<file path="config.mk">
export PLATFORM = sky130hd
export DESIGN_NAME = reset_sequencer
export DESIGN_NICKNAME = d
export VERILOG_FILES = /design/src/rtl/reset_sequencer.sv
export SDC_FILE = /design/constraint.sdc
export NUM_CORES = 1
export LEC_CHECK = 0
export ABC_AREA = 1
export CORE_UTILIZATION = 39
export DETAILED_ROUTE_END_ITERATION = 10
export PLACE_DENSITY = 0.53
export SKIP_CTS_REPAIR_TIMING = 1
export SYNTH_ARGS = -nofsm -noshare
export SYNTH_HDL_FRONTEND = slang
export SYNTH_SLANG_ARGS = --single-unit
</file>
<file path="constraint.sdc">
create_clock -name clk -period 2.7 [get_ports clk]
set_input_delay 0.54 -clock clk [delete_from_list [all_inputs] [get_ports clk]]
set_output_delay 0.54 -clock clk [all_outputs]
set_load 0.02 [all_outputs]
</file>
<file path="src/rtl/reset_sequencer.sv">
// Board reset sequencer. It holds every clock domain in reset for a power-on window,
// waits for a filtered PLL lock, then releases the domains one after another.
`timescale 1ns/1ps
module reset_sequencer #(
    parameter int POR_CYCLES      = 1562500,
    parameter int NUM_DOMAINS     = 3,
    parameter int STAGE_GAP       = 16,
    parameter int LOCK_FILTER     = 256,
    parameter int DEBOUNCE_CYCLES = 65536
) (
    input  logic                   clk,
    input  logic                   reset,
    input  logic                   pll_locked,
    input  logic                   soft_rst,
    input  logic                   clr_lock_lost,
    output logic [NUM_DOMAINS-1:0] domain_reset,
    output logic                   all_ready,
    output logic [1:0]             state,
    output logic                   lock_lost
);

    typedef enum logic [1:0] {
        HOLD      = 2'd0,
        WAIT_LOCK = 2'd1,
        RELEASE   = 2'd2,
        RUN       = 2'd3
    } state_t;

    localparam int POR_W   = (POR_CYCLES > 1)      ? $clog2(POR_CYCLES)      : 1;
    localparam int LOCK_W  = (LOCK_FILTER > 1)     ? $clog2(LOCK_FILTER)     : 1;
    localparam int GAP_W   = (STAGE_GAP > 1)       ? $clog2(STAGE_GAP)       : 1;
    localparam int DEB_W   = (DEBOUNCE_CYCLES > 1) ? $clog2(DEBOUNCE_CYCLES) : 1;
    localparam int STAGE_W = (NUM_DOMAINS > 1)     ? $clog2(NUM_DOMAINS)     : 1;

    localparam logic [POR_W-1:0]   POR_MAX    = POR_W'(POR_CYCLES - 1);
    localparam logic [LOCK_W-1:0]  LOCK_MAX   = LOCK_W'(LOCK_FILTER - 1);
    localparam logic [GAP_W-1:0]   GAP_MAX    = GAP_W'(STAGE_GAP - 1);
    localparam logic [DEB_W-1:0]   DEB_MAX    = DEB_W'(DEBOUNCE_CYCLES - 1);
    localparam logic [STAGE_W-1:0] STAGE_LAST = STAGE_W'(NUM_DOMAINS - 1);

    logic lock_meta, locked_s, soft_meta, soft_s;

    state_t                 state_q, state_n;
    logic [POR_W-1:0]       por_cnt, por_n;
    logic [LOCK_W-1:0]      lock_cnt, lock_n;
    logic [GAP_W-1:0]       gap_cnt, gap_n;
    logic [DEB_W-1:0]       deb_cnt, deb_n;
    logic [STAGE_W-1:0]     stage_cnt, stage_n;
    logic [NUM_DOMAINS-1:0] dom_q, dom_n;
    logic                   lost_q, lost_n;
    logic                   armed_q, armed_n;
    logic                   soft_trig, lock_drop;

    // Both asynchronous inputs go through two flops before any decision uses them.
    always_ff @(posedge clk or posedge reset) begin
        if (reset) begin
            lock_meta <= 1'b0;
            locked_s  <= 1'b0;
            soft_meta <= 1'b0;
            soft_s    <= 1'b0;
        end else begin
            lock_meta <= pll_locked;
            locked_s  <= lock_meta;
            soft_meta <= soft_rst;
            soft_s    <= soft_meta;
        end
    end

    // NOTE: sequential state uses non-blocking assignments so every flop samples pre-edge values.
    always_ff @(posedge clk or posedge reset) begin
        if (reset) begin
            state_q   <= HOLD;
            por_cnt   <= POR_MAX;
            lock_cnt  <= '0;
            gap_cnt   <= '0;
            deb_cnt   <= '0;
            stage_cnt <= '0;
            dom_q     <= '1;
            lost_q    <= 1'b0;
            armed_q   <= 1'b1;
        end else begin
            state_q   <= state_n;
            por_cnt   <= por_n;
            lock_cnt  <= lock_n;
            gap_cnt   <= gap_n;
            deb_cnt   <= deb_n;
            stage_cnt <= stage_n;
            dom_q     <= dom_n;
            lost_q    <= lost_n;
            armed_q   <= armed_n;
        end
    end

    always_comb begin
        // NOTE: every variable gets a default first so no path can infer a latch.
        state_n   = state_q;
        por_n     = por_cnt;
        lock_n    = lock_cnt;
        gap_n     = gap_cnt;
        stage_n   = stage_cnt;
        dom_n     = dom_q;
        lost_n    = lost_q;
        armed_n   = armed_q;
        deb_n     = deb_cnt;

        soft_trig = soft_s && armed_q && (deb_cnt == DEB_MAX) && (state_q != HOLD);
        lock_drop = !locked_s && ((state_q == RELEASE) || (state_q == RUN));

        if (!soft_s)
            deb_n = '0;
        else if (deb_cnt != DEB_MAX)
            deb_n = deb_cnt + 1'b1;

        // A held button must return low before it can trigger again.
        if (!soft_s)
            armed_n = 1'b1;
        else if (soft_trig)
            armed_n = 1'b0;

        if (lock_drop)
            lost_n = 1'b1;
        else if (clr_lock_lost)
            lost_n = 1'b0;

        if (soft_trig) begin
            state_n = HOLD;
            por_n   = POR_MAX;
            dom_n   = '1;
            lock_n  = '0;
            gap_n   = '0;
            stage_n = '0;
        end else if (lock_drop) begin
            state_n = WAIT_LOCK;
            dom_n   = '1;
            lock_n  = '0;
            gap_n   = '0;
            stage_n = '0;
        end else begin
            case (state_q)
                HOLD: begin
                    if (por_cnt == '0)
                        state_n = WAIT_LOCK;
                    else
                        por_n = por_cnt - 1'b1;
                end
                WAIT_LOCK: begin
                    if (!locked_s) begin
                        lock_n = '0;
                    end else if (lock_cnt == LOCK_MAX) begin
                        lock_n   = '0;
                        gap_n    = '0;
                        stage_n  = STAGE_W'(1);
                        dom_n[0] = 1'b0;
                        state_n  = (NUM_DOMAINS == 1) ? RUN : RELEASE;
                    end else begin
                        lock_n = lock_cnt + 1'b1;
                    end
                end
                RELEASE: begin
                    if (gap_cnt == GAP_MAX) begin
                        gap_n = '0;
                        for (int i = 1; i < NUM_DOMAINS; i++)
                            if (stage_cnt == STAGE_W'(i))
                                dom_n[i] = 1'b0;
                        if (stage_cnt == STAGE_LAST)
                            state_n = RUN;
                        else
                            stage_n = stage_cnt + 1'b1;
                    end else begin
                        gap_n = gap_cnt + 1'b1;
                    end
                end
                RUN: begin
                end
            endcase
        end
    end

    always_comb begin
        state        = state_q;
        all_ready    = (state_q == RUN);
        domain_reset = dom_q;
        lock_lost    = lost_q;
    end

endmodule

</file>
==> results of run 1 <==
[Yosys cell counts, types with 2 or more instances]
cell type	instances	area, um2
o22ai_1	6	37.54
nor3_1	12	60.06
ha_1	12	150.1
nand3_1	27	135.1
inv_1	70	262.8
o21ai_0	33	165.2
nand4_1	6	37.54
nand3b_1	2	15.01
a21oi_1	21	105.1
nor4_1	2	12.51
buf_2	2	10.01
dfrtp_1	45	1126
nor2_1	56	210.2
nand2_1	100	375.4
nor2_2	5	31.28
nand2_2	3	18.77
a21boi_0	2	15.01
inv_2	4	15.01
clkbuf_1	2	7.510
o21a_1	3	22.52
nand3_2	3	30.03
xor2_1	11	96.34
dfstp_2	17	446.7
[kinds of logic (layout without fill, tap and decap cells)]
| kind of cell | Yosys count | in the layout | share of synthesized area (%) |
|---|---|---|---|
| AND/OR/NAND/NOR | 219 | 219 | 27.29 |
| AO/OA/AOI/OAI | 71 | 71 | 11.39 |
| buffers and inverters | 80 | 106 | 8.990 |
| flip-flops | 62 | 62 | 45.02 |
| XOR/XNOR | 12 | 12 | 3.009 |
| adder cells (fa/ha/maj) | 12 | 12 | 4.298 |
[worst max-delay path by stage]
stage | from | slack [ns] | end | cells after the start
floorplan | reset | 0.65 | deb_cnt[0]$_DFFE_PP0P_ | 1
global route | state[0]$_DFFE_PP0P_ | 0.04 | por_cnt[20]$_DFFE_PP1P_ | 9
detailed placement | state[0]$_DFFE_PP0P_ | 0.36 | por_cnt[19]$_DFFE_PP0P_ | 9
finish | state[0]$_DFFE_PP0P_ | 0.31 | por_cnt[19]$_DFFE_PP0P_ | 9
global placement | state[0]$_DFFE_PP0P_ | 0.47 | por_cnt[19]$_DFFE_PP0P_ | 9
CTS | state[0]$_DFFE_PP0P_ | 0.33 | por_cnt[19]$_DFFE_PP0P_ | 9
[stage by stage]
| stage | hold slack (ns) | instance area [um2] | total power (W) | util, % |
|---|---|---|---|---|
| 3_5_place_dp | 0.3387 | 3752 | 0.001021 | 43.24 |
| 3_3_place_gp | 0.3347 | 3752 | 0.001020 | 43.24 |
| 4_1_cts | 0.3539 | 3953 | 0.001866 | 45.55 |
| 5_1_grt | 0.3595 | 3953 | 0.001914 | 45.55 |
| 6_report | 0.3516 | 3953 | 0.001832 | 45.55 |
| 2_1_floorplan | 0.3312 | 3493 | 0.0009971 | - |
[sequential cells by signal, indices dropped and copies added (netlist names)]
register      cells
lock_lost         1
stage_cnt         2
locked_s          1
domain_reset      3
lock_cnt          8
deb_cnt          16
por_cnt          21
armed_q           1
state             2
lock_meta         1
gap_cnt           4
soft_meta         1
soft_s            1
[area by class of cell]
class,instances,share of cell area [%]
Inverter,74,7.028
Timing Repair Buffer,16,4.052
Multi-Input combinational cell,314,40.65
Clock inverter,4,1.140
Sequential cell,62,39.79
Tap cell,108,3.419
Clock buffer,12,3.925
[worst reg2reg max path, stage by stage, from the launching register on]
cell      delay [ns]
dfrtp_1         0.44
inv_1           0.09
ha_1            0.31
o21ai_4         0.19
inv_2           0.07
nor2_1          0.12
nand2_1         0.34
nand2_1         0.48
nor2_1          0.07
o21bai_1        0.16
[power by group]
group	internal (W)	switching [W]
clock network	0.000472	0.000357
registers	0.000940	0.00000687
logic	0.0000185	0.0000369
total	0.00143	0.000401
[metal layers]
metal	part of all wire, %	vias to the layer above
met1	52	1311
met3	2.5	10
met4	1.3	0
li1	-	1496
met2	44	21
met5	0	-
[layout by cell type, fill, tap and decap left out, types with 2 or more instances in the layout]
| master | synthesis | routed |
|---|---|---|
| a21boi_0 | 2 | 2 |
| a21oi_1 | 21 | 21 |
| buf_4 | 1 | 4 |
| clkbuf_8 | 0 | 11 |
| clkdlybuf4s50_1 | 0 | 11 |
| clkinv_2 | 0 | 3 |
| dfrtp_1 | 45 | 45 |
| dfstp_2 | 17 | 17 |
| ha_1 | 12 | 12 |
| inv_1 | 70 | 69 |
| inv_2 | 4 | 5 |
| nand2_1 | 100 | 100 |
| nand2_2 | 3 | 3 |
| nand3_1 | 27 | 27 |
| nand3_2 | 3 | 3 |
| nand3b_1 | 2 | 2 |
| nand4_1 | 6 | 6 |
| nor2_1 | 56 | 56 |
| nor2_2 | 5 | 5 |
| nor3_1 | 12 | 12 |
| nor4_1 | 2 | 2 |
| o21a_1 | 3 | 3 |
| o21ai_0 | 33 | 33 |
| o22ai_1 | 6 | 6 |
| xor2_1 | 11 | 11 |
==> summary.txt, run 1 <==
STA
  • Crit path time final: 2.387 ns
  • RSZ-0062 raised after global routing: false
  • Max frequency: 418.9 MHz
  • Post-Route Setup TNS: 0 ns
  • Worst setup margin: 0.3127 ns
  • Worst-margin pin slew: 0.5957 ns
  • Final setup fails: 0
  • Setup Skew: 0.01042 ns
  • Pins Over Slew Limit: 0
  • Rel. slew slack: 60.23%
  • Final worst path period share: 88.42%
  • Final hold vios: 0

Worst setup path
  • Startpoint Class: flop
  • Flop-to-flop setup slack: 0.31 ns
  • Cell family with most CP delay: simple AND/OR/NAND/NOR gates
  • CP arrival: 2.59 ns
  • Cell Chain, Critical Path: inv_1 > ha_1 > o21ai_4 > inv_2 > nor2_1 > nand2_1 > nand2_1 > nor2_1 > o21bai_1
  • Reg2reg path depth: 9
  • Crit-path slowest cell: nand2_1
  • CP peak stage delay: 0.48 ns
  • Worst setup EP type: flop
  • Data required, critical path: 2.90 ns
  • R2r startpoint: state[0]$_DFFE_PP0P_
  • Crit path max fanout: 15
  • Buf+Inv Stages, Crit Path: 2
  • Reg-to-Reg End: por_cnt[19]$_DFFE_PP0P_
  • WS Path Type: flop to flop

Logic synthesis
  • Synth Cell Area: 3493 um2
  • Post-Synthesis Cells: 456
  • Post-synth EDFFs: 0
  • Distinct cells, synth: 35
  • Syn Nets: 473
  • Top FF cell, synth: dfrtp_1
  • Synth Area per Inst: 7.661 um2
  • Yosys warning count: 0
  • Async S/R FF share, synth: 100.0%
  • Register bit total from synthesis: 62
  • Register area share after synthesis: 45.02%

Placement
  • I/O Buffers: 11
  • Routability cong.: 0.8534
  • Worst slack, placed: 0.3633 ns
  • Hpwl dp: 5347 um
  • Placed cells: 574

Route
  • DR DRC count: 0
  • Vias: 2,838
  • Vias per cell: 4.810
  • WL final: 7184 um
  • Initial DRT Pass Iterations: 4
  • Post-route ant nets: 0
  • Drt wl/cell: 12.18 um
  • DRC marker count from the first detailed-route iteration: 122

Cells and area
  • Sequential cell area: 1573 um2
  • Area of the multi-input gates: 1607 um2
  • Ant. Diodes: 0
  • Share of cells above drive strength 1: 11.62%
  • Cell Count, Final, Fillers Out: 590
  • Area added between synthesis and finish: 13.14%
  • Filler cells: 899
  • Number of nets in the layout: 494

Clock tree
  • TritonCTS clock tree: built
  • Clk buf depth: 2
  • Num CTS Buffers: 9
  • Worst-path clk slew: 0.07 ns
  • CTS H-tree depth: 3
  • Clock Root Buffer: clkbuf_8
  • Sink Count: 62
  • Clk_lat worst skew: 0.34 ns

Min path
  • Worst hold start: soft_meta$_DFF_PP0_
  • Hold crit path type: flop to flop
  • Hold endpoint: soft_s$_DFF_PP0_
  • Hold path cells: 0

Global route
  • Total grt overflow: 0
  • First-pass GRT wire length: 12,850 um
  • Vias in the first global route: 2,833
  • Pin count of the biggest net entering global routing: 38
  • GRT Total Usage: 16.86%
  • Antenna violations before repair: 0
  • Routing usage on met1: 23.47%
  • GR Layer Usage met2: 26.11%
  • Gr busiest metal: met2
  • Met3 GRT Util: 4.335%

Die
  • Die width: 96.65 um
  • FP Rows: 34
  • Initial core utilization: 40.25%
  • IO Pins: 12
  • Die height: 96.65 um
  • Die area: 9340 um2
  • Core area: 8678 um2

Power
  • LEAKAGE: 1.980 nW
  • PD cells: 463.6 nW/um2
  • Peak supply drop: 0.0002377 V

Outcome
  • Status: finished clean

Job
  • Max_cap viols: 0
Power figures use the tool's default switching activity.
==> run 2, diff against run 1 <==
--- a/config.mk
+++ b/config.mk
@@ -8,7 +8,7 @@
 export ABC_AREA = 1
 export CORE_UTILIZATION = 39
 export DETAILED_ROUTE_END_ITERATION = 10
-export PLACE_DENSITY = 0.53
+export PLACE_DENSITY = 0.55
 export SKIP_CTS_REPAIR_TIMING = 1
 export SYNTH_ARGS = -nofsm -noshare
 export SYNTH_HDL_FRONTEND = slang
==> constraint.sdc (replaced) <==
create_clock -name clk -period 2.1 [get_ports clk]
set_input_delay 0.42 -clock clk [delete_from_list [all_inputs] [get_ports clk]]
set_output_delay 0.42 -clock clk [all_outputs]
set_load 0.02 [all_outputs]
==> summary.txt, run 2 (synthesis results as in run 1) <==
Outcome
  • Status: finished clean

Route
  • WL final: 7330 um (+2.0%)
  • Drt wl/cell: 12.28 um (+0.84%)
  • Vias per cell: 4.901 (+1.9%)
  • Initial DRT Pass Iterations: 4 (unchanged)
  • DRC marker count from the first detailed-route iteration: 127 (+4.1%)
  • DR DRC count: 0 (unchanged)
  • Post-route ant nets: 0 (unchanged)
  • Vias: 2,926 (+3.1%)

Placement
  • I/O Buffers: 11 (unchanged)
  • Worst slack, placed: 0.07452 ns (-0.2887 ns)
  • Hpwl dp: 5369 um (+0.42%)
  • Dpl cell area: 3812 um2 (+1.6%)
  • Routability cong.: 0.7838 (-8.2%)

Cells and area
  • Finished layout cell area: 4069 um2 (+2.9%)
  • Ant. Diodes: 0 (unchanged)
  • Top reg by flops: por_cnt
  • Area added between synthesis and finish: 16.48%
  • Max reg flops: 21 (unchanged)
  • Commonest non-fill, non-tap cell in the layout: nand2_1
  • Final design utilization: 46.89% (+1.3 points)
  • Number of nets in the layout: 502 (+1.6%)
  • Top Registers: por_cnt (21), deb_cnt (16), lock_cnt (8)
  • Most frequent cells in the layout: nand2_1, inv_1, nor2_1
  • Filler cells: 895 (-0.44%)
  • Share of cells above drive strength 1: 13.91% (+2.3 points)

Min path
  • Hold crit path type: input port to async pin

STA
  • Crit path time final: 1.937 ns (-0.4505 ns)
  • Setup Skew: 0.005051 ns (-0.005370 ns)
  • Pins Over Slew Limit: 0 (unchanged)
  • Final worst path period share: 92.23% (+3.8 points)
  • Post-Route Setup TNS: 0 ns (unchanged)
  • Worst-margin pin slew: 0.3900 ns (-0.2056 ns)
  • Worst setup margin: 0.1632 ns (-0.1495 ns)
  • RSZ-0062 raised after global routing: false
  • Worst hold slack: 0.3456 ns (-0.005999 ns)
  • Final hold vios: 0 (unchanged)
  • Max frequency: 516.3 MHz (+23%)
  • Final setup fails: 0 (unchanged)
  • Rel. slew slack: 73.80% (+14 points)

Clock tree
  • Clk buf depth: 2 (unchanged)
  • Clock Root Buffer: clkbuf_8
  • Num CTS Buffers: 9 (unchanged)
  • TritonCTS clock tree: built
  • Worst-path clk slew: 0.07 ns (about the same)
  • Clk_lat worst skew: 0.34 ns (about the same)
  • Sink Count: 62 (unchanged)
  • CTS H-tree depth: 3 (unchanged)

Power
  • PD cells: 610.8 nW/um2 (+32%)
  • Seq pwr share: 49.1% (-2.6 points)
  • Clock power share: 48.1% (+2.8 points)
  • LEAKAGE: 2.038 nW (+3.0%)
  • Peak supply drop: 0.0005319 V (+120%)
  • Switch Pwr: 0.0005247 W (+31%)
  • Logic pwr share: 2.8% (-0.2 points)
  • Sw frac: 21.11% (-0.78 points)
  • Internal: 0.001960 W (+37%)

Worst setup path
  • Critical Path Most Common Cell: inv_1
  • Reg-to-Reg End: por_cnt[4]$_DFFE_PP0P_
  • Reg2reg path depth: 10 (+1)
  • CP peak stage delay: 0.39 ns (-0.09 ns)
  • CP arrival: 2.16 ns (-0.43 ns)
  • Crit path max fanout: 6 (-9)
  • Cell Chain, Critical Path: inv_1 > ha_1 > o21ai_4 > inv_2 > nor2_1 > nand2_1 > inv_1 > nand3_1 > o21ai_0 > a21oi_1
  • R2r startpoint: state[0]$_DFFE_PP0P_
  • Flop-to-flop setup slack: 0.16 ns (-0.15 ns)
  • Worst setup EP type: flop
  • Startpoint Class: flop
  • Data required, critical path: 2.33 ns (-0.57 ns)
  • WS Path Type: flop to flop
  • Crit-path slowest cell: dfrtp_1

Global route
  • Antenna violations before repair: 0 (unchanged)
  • Total grt overflow: 0 (unchanged)
  • Pin count of the biggest net entering global routing: 51 (+34%)
  • GRT Total Usage: 17.19% (+0.33 points)
  • Vias in the first global route: 2,854 (+0.74%)
  • First-pass GRT wire length: 13,020 um (+1.3%)

Die
  • Die width: 96.65 um (unchanged)
  • Die area: 9340 um2 (unchanged)
  • Core area: 8678 um2 (unchanged)
  • Die height: 96.65 um (unchanged)
  • FP Rows: 34 (unchanged)
  • Initial core utilization: 40.25% (unchanged)
  • IO Pins: 12 (unchanged)

Job
  • Max_cap viols: 0 (unchanged)
run 2: stage by stage:
stage / instances / total power (W)
6_report: 597 / 0.002485
5_1_grt: 597 / 0.002590
4_1_cts: 597 / 0.002530
3_5_place_dp: 582 / 0.001313
3_3_place_gp: 582 / 0.001313
2_1_floorplan: 456 / 0.001282
run 2: worst max path at each step:
stage,cells past startpoint,start,to,slack (ns)
floorplan,10,state[0]$_DFFE_PP0P_,por_cnt[12]$_DFFE_PP1P_,0.12
global placement,10,state[0]$_DFFE_PP0P_,por_cnt[4]$_DFFE_PP0P_,0.18
detailed placement,10,deb_cnt[1]$_DFFE_PP0P_,lock_cnt[3]$_DFFE_PP0P_,0.07
CTS,2,state[1]$_DFFE_PP0P_,all_ready,0.006
global route,12,deb_cnt[1]$_DFFE_PP0P_,state[1]$_DFFE_PP0P_,0.01
finish,10,state[0]$_DFFE_PP0P_,por_cnt[4]$_DFFE_PP0P_,0.16
run 2: layout make-up:
| cell class | instances | area (um2) | share of cell area [%] |
|---|---|---|---|
| inverter | 74 | 277.8 | 6.827 |
| clock buffer | 12 | 155.1 | 3.813 |
| clock inverter | 3 | 67.56 | 1.661 |
| multi-input combinational | 314 | 1637 | 40.22 |
| tap | 108 | 135.1 | 3.321 |
| sequential | 62 | 1574 | 38.68 |
| timing repair buffer | 24 | 222.7 | 5.474 |
run 2: layer usage:
| layer | share of wire (%) | wire length [um] | GRT usage (%) | vias up |
|---|---|---|---|---|
| met3 | 2.9 | 210 | 4.841 | 7 |
| li1 | - | - | - | 1511 |
| met1 | 51 | 3725 | 22.84 | 1382 |
| met2 | 45 | 3326 | 27.46 | 26 |
| met5 | 0 | 0 | 0 | - |
| met4 | 0.93 | 68 | 4.707 | 0 |
run 2: power by group through the flow:
| stage | clock network [W] | logic, W | registers, W |
|---|---|---|---|
| finish | 0.00119 | 0.0000699 | 0.00122 |
| global route | 0.00129 | 0.0000828 | 0.00122 |
| CTS | 0.00124 | 0.0000720 | 0.00122 |
| detailed placement | 0 | 0.0000719 | 0.00124 |
| global placement | 0 | 0.0000716 | 0.00124 |
| floorplan | 0 | 0.0000443 | 0.00124 |
run 2: worst max-delay path, delay by kind of cell (launching register included):
| kind | cells | cell delay, ns |
|---|---|---|
| compound gates | 3 | 0.39 |
| fa+ha+maj | 1 | 0.24 |
| buf+inv | 3 | 0.39 |
| flops | 1 | 0.39 |
| simple gates | 3 | 0.41 |
